==> config.mk <==
export PLATFORM = sky130hd
export DESIGN_NAME = axi4_stream_rx_fifo
export DESIGN_NICKNAME = d
export VERILOG_FILES = /design/src/rtl/axi4_stream_rx_fifo.sv
export SDC_FILE = /design/constraint.sdc
export NUM_CORES = 1
export LEC_CHECK = 0
export ABC_CLOCK_PERIOD_IN_PS = 10500
export CELL_PAD_IN_SITES_DETAIL_PLACEMENT = 0
export CELL_PAD_IN_SITES_GLOBAL_PLACEMENT = 1
export CORE_MARGIN = 2
export CORE_UTILIZATION = 35
export DETAILED_ROUTE_END_ITERATION = 10
export PLACE_DENSITY = 0.63
export RECOVER_POWER = 25
export SYNTH_ARGS = -nofsm -noshare
export SYNTH_HDL_FRONTEND = slang
export SYNTH_SLANG_ARGS = --single-unit
==> constraint.sdc <==
create_clock -name ACLK -period 10.5 [get_ports ACLK]
set_input_delay 2.1 -clock ACLK [delete_from_list [all_inputs] [get_ports ACLK]]
set_output_delay 2.1 -clock ACLK [all_outputs]
set_load 0.02 [all_outputs]
==> src/rtl/axi4_stream_rx_fifo.sv <==
// AXI4-Stream slave sink: registered TREADY backpressure into a DEPTH-entry FWFT FIFO.
// Optional sticky source-protocol checker enabled by AXI4_STREAM_RX_PROTOCOL_CHECK_EN.
module axi4_stream_rx_fifo #(
    parameter int DATA_BYTES     = 16,
    parameter int TUSER_WIDTH    = 16,
    parameter int DEPTH          = 8,
    parameter int HIGH_WATERMARK = 6
) (
    input  logic                      ACLK,
    input  logic                      ARESET_N,
    input  logic                      TVALID,
    output logic                      TREADY,
    input  logic [8*DATA_BYTES-1:0]   TDATA,
    input  logic [TUSER_WIDTH-1:0]    TUSER,
    input  logic                      RD_EN,
    output logic                      RD_VALID,
    output logic [8*DATA_BYTES-1:0]   RD_DATA,
    output logic [TUSER_WIDTH-1:0]    RD_USER,
    output logic [$clog2(DEPTH):0]    FILL_LEVEL,
`ifdef AXI4_STREAM_RX_PROTOCOL_CHECK_EN
    output logic                      PROTO_ERR,
`endif
    output logic                      ALMOST_FULL
);

    localparam int DW = 8 * DATA_BYTES;
    localparam int AW = $clog2(DEPTH);
    localparam int FW = AW + 1;

    logic [DW-1:0]          data_mem [DEPTH];
    logic [TUSER_WIDTH-1:0] user_mem [DEPTH];

    logic [AW-1:0] wr_ptr_q, wr_ptr_d;
    logic [AW-1:0] rd_ptr_q, rd_ptr_d;
    logic [FW-1:0] fill_q, fill_d;
    logic          tready_q, tready_d;
    logic          push, pop;

    // NOTE: every signal assigned in always_comb gets a default first, so no path can infer a latch.
    always_comb begin
        push     = TVALID & tready_q;
        pop      = RD_EN & (fill_q != '0);
        wr_ptr_d = wr_ptr_q;
        rd_ptr_d = rd_ptr_q;
        if (push) wr_ptr_d = wr_ptr_q + AW'(1);
        if (pop)  rd_ptr_d = rd_ptr_q + AW'(1);
        fill_d   = fill_q + FW'(push) - FW'(pop);
        tready_d = (fill_d < FW'(DEPTH));
    end

    // NOTE: state registers use non-blocking assignments so every flop samples pre-edge values.
    always_ff @(posedge ACLK or negedge ARESET_N) begin
        if (!ARESET_N) begin
            wr_ptr_q <= '0;
            rd_ptr_q <= '0;
            fill_q   <= '0;
            tready_q <= 1'b0;
        end else begin
            wr_ptr_q <= wr_ptr_d;
            rd_ptr_q <= rd_ptr_d;
            fill_q   <= fill_d;
            tready_q <= tready_d;
        end
    end

    // NOTE: storage is not reset; its contents are only observable once fill marks them valid.
    always_ff @(posedge ACLK) begin
        if (push) begin
            data_mem[wr_ptr_q] <= TDATA;
            user_mem[wr_ptr_q] <= TUSER;
        end
    end

    assign TREADY      = tready_q;
    assign RD_VALID    = (fill_q != '0);
    assign RD_DATA     = data_mem[rd_ptr_q];
    assign RD_USER     = user_mem[rd_ptr_q];
    assign FILL_LEVEL  = fill_q;
    assign ALMOST_FULL = (fill_q >= FW'(HIGH_WATERMARK));

`ifdef AXI4_STREAM_RX_PROTOCOL_CHECK_EN
    // A stalled beat must be held stable until it is accepted.
    logic                   chk_pend_q;
    logic [DW-1:0]          chk_data_q;
    logic [TUSER_WIDTH-1:0] chk_user_q;
    logic                   proto_err_q;
    logic                   stall;
    logic                   violation;

    always_comb begin
        stall     = TVALID & ~tready_q;
        violation = chk_pend_q &
                    (~TVALID | (TDATA != chk_data_q) | (TUSER != chk_user_q));
    end

    always_ff @(posedge ACLK or negedge ARESET_N) begin
        if (!ARESET_N) begin
            chk_pend_q  <= 1'b0;
            chk_data_q  <= '0;
            chk_user_q  <= '0;
            proto_err_q <= 1'b0;
        end else begin
            chk_pend_q <= stall;
            if (stall) begin
                chk_data_q <= TDATA;
                chk_user_q <= TUSER;
            end
            if (violation) proto_err_q <= 1'b1;
        end
    end

    assign PROTO_ERR = proto_err_q;
`endif

endmodule
==> flow_summary.yaml, run 1 <==
layout:
  area_growth_pct: 20.21
  final_area_mm2: 0.05267
  layout_commonest_cell: "edfxtp_1"
  nets: 2247
  layout_common_cells: "edfxtp_1 (1152), mux4_2 (288), clkdlybuf4s50_1 (216)"
  n_fill_cell: 10620
  drive_gt1_share_pct: 29.25
setup_path:
  cp_slowest_cell: "dfrtp_4"
  worstPathCellList: "buf_12 > buf_4 > mux4_2 > mux2_2 > clkdlybuf4s50_1"
  worst_path_largest_cell_delay_ns: 1.08
  cp-start-kind: "flip-flop"
  required_ns: 8.40
  critPathArrivalTime_ns: 4.55
  cp-end-kind: "output port"
  crit_family: "buffers and inverters"
  critPathMaxFanout: 97
  crit_type: "reg2out"
  worst-path-buf-inv: 3
cts:
  clockRootBuffer: "clkbuf_16"
  cts-htree-levels: 3
  clkSinkCount: 1163
  post-cts-setup-buffer-count: 0
  numCtsBuffers: 121
  cts_buffer_depth: 3
  holdBufCountCts: 0
  cts_resized: 0
  cts_tree: "yes"
  clkTransAtPathRegs_ns: 0.06
  clk_latency_ns: 0.73
global_route:
  antenna_found_initial: 34
  grt_max_degree: 151
  grt_usage_pct: 14.85
  grt-ovfl-total: 0
  grt_first_pass_wirelength_um: 138600
  grt_pass1_vias: 20880
sta:
  tns_ns: 0
  fin_crit_sh_pct: 63.33
  hold_viol_final: 0
  setup_violations: 0
  slew_viol_final: 0
  relSlewSlack_pct: 15.85
  fin_worst_skew_ns: 0.02817
  rsz0062_at_grt: "false"
  finalCriticalPeriod_ns: 6.650
  fmax_mhz: 150.4
  tightest_slew_ns: 1.262
yosys:
  yosysSeqAreaShare_pct: 79.58
  synthSimpleGateAreaFrac_pct: 0.2313
  synth-xor-area-share_pct: 0.1199
  synth_cells: 1722
  synth_compound_area_share_pct: 0.02856
  avgSynthCellArea_um2: 25.45
  synth_cell_types: 22
  netlist_area_mm2: 0.04382
  yosysWarnings: 0
  synth_top_family_by_area: "multiplexers"
  synth_fp_nets: 1879
  synthAdderAreaFrac_pct: 0.2741
  synthMuxAreaShare_pct: 18.56
  ys_ff_latch: 1163
outcome:
  outcome: "completed"
run:
  max_cap_violations: 0
floorplan:
  fp.dieW_um: 357.8
  start_util_pct: 35.35
  die_h_um: 357.8
  rows: 129
  coreArea_mm2: 0.1240
  io_pins: 299
  dieArea_mm2: 0.1280
power:
  power_density_mw_per_mm2: 280.6
  power.leakage_nw: 16.38
  ir_drop_mv: 0.2603
placement:
  hpwl_um: 48640
  dpl_cell_area_mm2: 0.04873
  gp_congestion: 0.7122
  port_buffers: 298
min_path:
  hp-class: "reg2reg"
routing:
  detail-route-antenna-nets: 0
  drt_wl_total_um: 94630
  routedWlPerCell_um: 24.69
  drt_iter0_drc: 1340
  drc: 0
  first_pass_iters: 5
  routed-via-count: 19150
  vias_per_cell: 4.997
==> final timing paths <==
path	slack (ns)	endpoint	cells after the start	from
setup / recovery	3.85	RD_DATA[103]	5	rd_ptr_q[0]
hold / removal	0.55	FILL_LEVEL[0]	1	FILL_LEVEL[0]
setup reg to reg	7.09	data_mem[6][123]	5	TREADY
hold reg to reg	0.55	FILL_LEVEL[0]	1	FILL_LEVEL[0]
max in group asynchronous	8.31	rd_ptr_q[0]	1	ARESET_N
min in group asynchronous	1.78	TREADY	1	ARESET_N
==> cell usage after synthesis <==
cell type / count / area, um2
inv_1: 6 / 22.52
xnor2_1: 4 / 35.03
nor3_1: 2 / 10.01
dfrtp_1: 11 / 275.3
fa_1: 1 / 20.02
a21o_1: 1 / 7.510
buf_1: 15 / 56.30
nand3_1: 3 / 15.01
edfxtp_1: 1152 / 34590
nand2_1: 7 / 26.28
a21oi_1: 1 / 5.000
nand2b_1: 2 / 12.51
mux2_2: 146 / 1644
or2_2: 1 / 6.260
nor2_1: 6 / 22.52
buf_2: 23 / 115.1
ha_1: 8 / 100.1
xor2_1: 2 / 17.52
clkbuf_1: 18 / 67.56
buf_6: 24 / 270.3
mux4_2: 288 / 6486
or3b_2: 1 / 8.760
==> per-layer routing <==
| metal | wire length, um | share of wire, % | up-vias | GRT usage [%] |
|---|---|---|---|---|
| met4 | 2014 | 2.1 | 32 | 4.368 |
| met1 | 39620 | 42 | 10320 | 19.22 |
| li1 | - | - | 8172 | - |
| met5 | 186 | 0.20 | - | 0 |
| met3 | 5451 | 5.8 | 168 | 3.684 |
| met2 | 47350 | 50 | 459 | 24.84 |
==> registers in the layout, summed over array words and instances, names as in the netlist <==
name,cells
wr_ptr_q,3
rd_ptr_q,3
data_mem,1024
FILL_LEVEL,4
TREADY,1
user_mem,128
==> where the power goes <==
part	switching (W)	total (W)	internal, W
combinational	0.00235	0.00473	0.00238
sequential	0.000266	0.00586	0.00560
clock	0.00172	0.00419	0.00247
==> cells by family after synthesis <==
family | count (synthesis)
AO/OA/AOI/OAI | 2
XOR/XNOR | 6
adder cells (fa/ha/maj) | 9
buffers and inverters | 86
flip-flops | 1163
multiplexers | 434
AND/OR/NAND/NOR | 22
==> stage by stage <==
stage	hold WS, ns	setup slack, ns	utilization, %	total power (W)	cells
2_1_floorplan	0.4893	1.316	-	0.009039	1722
6_report	0.5493	3.850	42.49	0.01478	3833
4_1_cts	0.5404	3.585	42.48	0.01507	3825
5_1_grt	0.5688	3.428	42.48	0.01545	3828
3_5_place_dp	0.5292	4.430	39.31	0.01081	3604
3_3_place_gp	0.5254	4.452	39.31	0.01078	3604
==> worst reg2reg max path: cells and delay by family (launching register included) <==
family	cells	cell delay, ns
DFF	1	0.39
and+or+nand+nor	3	1.04
buffers and inverters	2	1.51
==> cell type report <==
| type | count | area, um2 | area share (%) |
|---|---|---|---|
| clock inverter | 67 | 703.2 | 1.335 |
| clock buffer | 154 | 3216 | 6.105 |
| multi-input combinational | 473 | 8484 | 16.11 |
| tap | 1637 | 2048 | 3.889 |
| sequential | 1163 | 34880 | 66.22 |
| timing repair buffer | 325 | 3298 | 6.262 |
| inverter | 6 | 22.52 | 0.04276 |
| antenna | 8 | 20.02 | 0.03801 |
(Power assumes the default switching activity.)
==> inputs of run 2 (changes only) <==
Settings changed: ABC_CLOCK_PERIOD_IN_PS 10500 to 6750, PLACE_DENSITY 0.63 to 0.61.
Clock period 10.5 ns to 6.75 ns, I/O delays scaled along.
==> run 2 against run 1 <==
Net effect: utilization is essentially flat; final area about the same; combinational power grew 58%.
==> flow_summary.yaml, run 2 (synthesized netlist as in run 1, its figures left out) <==
cts:
  clockRootBuffer: "clkbuf_16"
  clkSinkCount: 1163
  clk_latency_ns: 0.72
  numCtsBuffers: 119
  holdBufCountCts: 0
  cts_resized: 0
  clkTransAtPathRegs_ns: 0.06
  post-cts-setup-buffer-count: 0
  cts_buffer_depth: 3
  cts-htree-levels: 3
  cts_tree: "yes"
sta:
  tightest_slew_ns: 0.9769
  setup_violations: 0
  rsz0062_at_grt: "false"
  fin_worst_skew_ns: 0.02411
  finalCriticalPeriod_ns: 5.134
  slew_viol_final: 0
  fmax_mhz: 194.8
  relSlewSlack_pct: 34.72
  hold_viol_final: 0
  holdWs_ns: 0.5346
  fin_crit_sh_pct: 76.05
setup_path:
  crit_family: "flip-flops"
  rr_startpoint: "TREADY"
  cp-start-kind: "flip-flop"
  path_depth: 4
  critPathMaxFanout: 56
  worst-path-buf-inv: 2
  endpoint: "RD_DATA[63]"
  critPathArrivalTime_ns: 3.78
  r2r_setup_slack_ns: 4.13
  worstPathCellList: "buf_12 > mux4_2 > mux2_2 > clkdlybuf4s50_1"
  cp_slowest_cell: "dfrtp_4"
  startpoint: "rd_ptr_q[0]"
  cp-end-kind: "output port"
  ff2ff_path_depth: 3
  required_ns: 5.40
  crit_type: "reg2out"
  worst_path_largest_cell_delay_ns: 1.03
  reg2reg_to: "data_mem[5][66]"
power:
  pwr-share-clk_pct: 27.4
  p_seq_share_pct: 39.7
  p_comb_share_pct: 32.9
  p_int_w: 0.01600
  power_density_mw_per_mm2: 430.8
  power.leakage_nw: 16.40
  ir_drop_mv: 0.2605
  swShare_pct: 29.54
  switching_power_w: 0.006707
floorplan:
  io_pins: 299
  die_h_um: 357.8
  start_util_pct: 35.35
  fp.dieW_um: 357.8
  coreArea_mm2: 0.1240
  rows: 129
  dieArea_mm2: 0.1280
global_route:
  antenna_found_initial: 35
  grt_max_degree: 109
  grt_usage_pct: 14.74
  grt-ovfl-total: 0
  grt_first_pass_wirelength_um: 138200
  grt_pass1_vias: 21000
routing:
  routed-via-count: 19130
  drt_iter0_drc: 1408
  drc: 0
  drt_wl_total_um: 94110
  vias_per_cell: 4.980
  routedWlPerCell_um: 24.50
  detail-route-antenna-nets: 0
  first_pass_iters: 6
placement:
  port_buffers: 298
  dp_cells: 3616
  gp_congestion: 0.6825
  hpwl_um: 49840
  dpl_cell_area_mm2: 0.04900
layout:
  largest_reg_flops: 1024
  area_growth_pct: 20.29
  layout_commonest_cell: "edfxtp_1"
  regMostFlops: "data_mem"
  final_cells: 3841
  layout_common_cells: "edfxtp_1 (1152), mux4_2 (288), clkdlybuf4s50_1 (209)"
  drive_gt1_share_pct: 29.70
  n_fill_cell: 10520
  multiInputGateArea_mm2: 0.008484
  ff_latch_area_mm2: 0.03488
  final_area_mm2: 0.05271
  nets: 2257
min_path:
  hp-class: "reg2reg"
  min_from: "wr_ptr_q[0]"
outcome:
  outcome: "completed"
run:
  max_cap_violations: 0
-- run 2: changes by cell type in the layout (fill, tap and decap cells not counted), sizes merged --
cell / previous run / this run
clkinvlp: 3 / 4
inv: 9 / 11
bufinv: 13 / 7
diode: 8 / 5
clkbuf: 154 / 145
dlygate4sd3: 82 / 89
buf: 27 / 39
clkinv: 48 / 59
clkdlybuf4s50: 216 / 209
-- run 2: worst register-to-register path: stages, from the launching register on --
cell and delay, ns:
dfrtp_1 0.41, nand3_1 0.34, nor2_4 0.88, buf_4 0.59
-- run 2: worst min-delay path by stage --
stage | to | slack, ns | cells after the start
4_1_cts | wr_ptr_q[0] | 0.54 | 2
6_report | wr_ptr_q[0] | 0.53 | 2
3_3_place_gp | wr_ptr_q[0] | 0.50 | 2
5_1_grt | wr_ptr_q[0] | 0.57 | 2
3_5_place_dp | wr_ptr_q[0] | 0.52 | 2
2_1_floorplan | wr_ptr_q[0] | 0.49 | 2
-- run 2: layer usage --
layer | up-vias | GRT usage, % | share of wire (%) | wire length [um]
met5 | - | 0 | 0.18 | 171
met4 | 26 | 4.569 | 2.2 | 2113
met3 | 174 | 3.649 | 5.3 | 4989
met2 | 445 | 24.63 | 50 | 47250
met1 | 10290 | 18.98 | 42 | 39580
li1 | 8193 | - | - | -
-- run 2: layout make-up --
| type | count | area share, % |
|---|---|---|
| tap | 1637 | 3.886 |
| timing repair buffer | 337 | 6.761 |
| multi-input combinational | 473 | 16.10 |
| inverter | 6 | 0.04273 |
| clock buffer | 145 | 5.956 |
| clock inverter | 75 | 1.056 |
| sequential | 1163 | 66.18 |
| antenna | 5 | 0.02374 |
-- run 2: power by group through the flow --
stage	clock, W	sequential [W]	combinational [W]
floorplan	0	0.00912	0.00494
global placement	0	0.00915	0.00766
detailed placement	0	0.00919	0.00767
CTS	0.00641	0.00904	0.00771
global route	0.00668	0.00909	0.00797
finish	0.00621	0.00902	0.00747
-- run 2: metrics by stage --
stage               utilization (%)  setup TNS, ns  setup slack, ns  total power, W
floorplan                         -       -1622.47           -1.684         0.01406
CTS                           42.51              0            1.397         0.02316
global route                  42.51              0            1.321         0.02374
global placement              39.53              0            2.273         0.01681
detailed placement            39.53              0            2.220         0.01686
finish                        42.52              0            1.616         0.02271
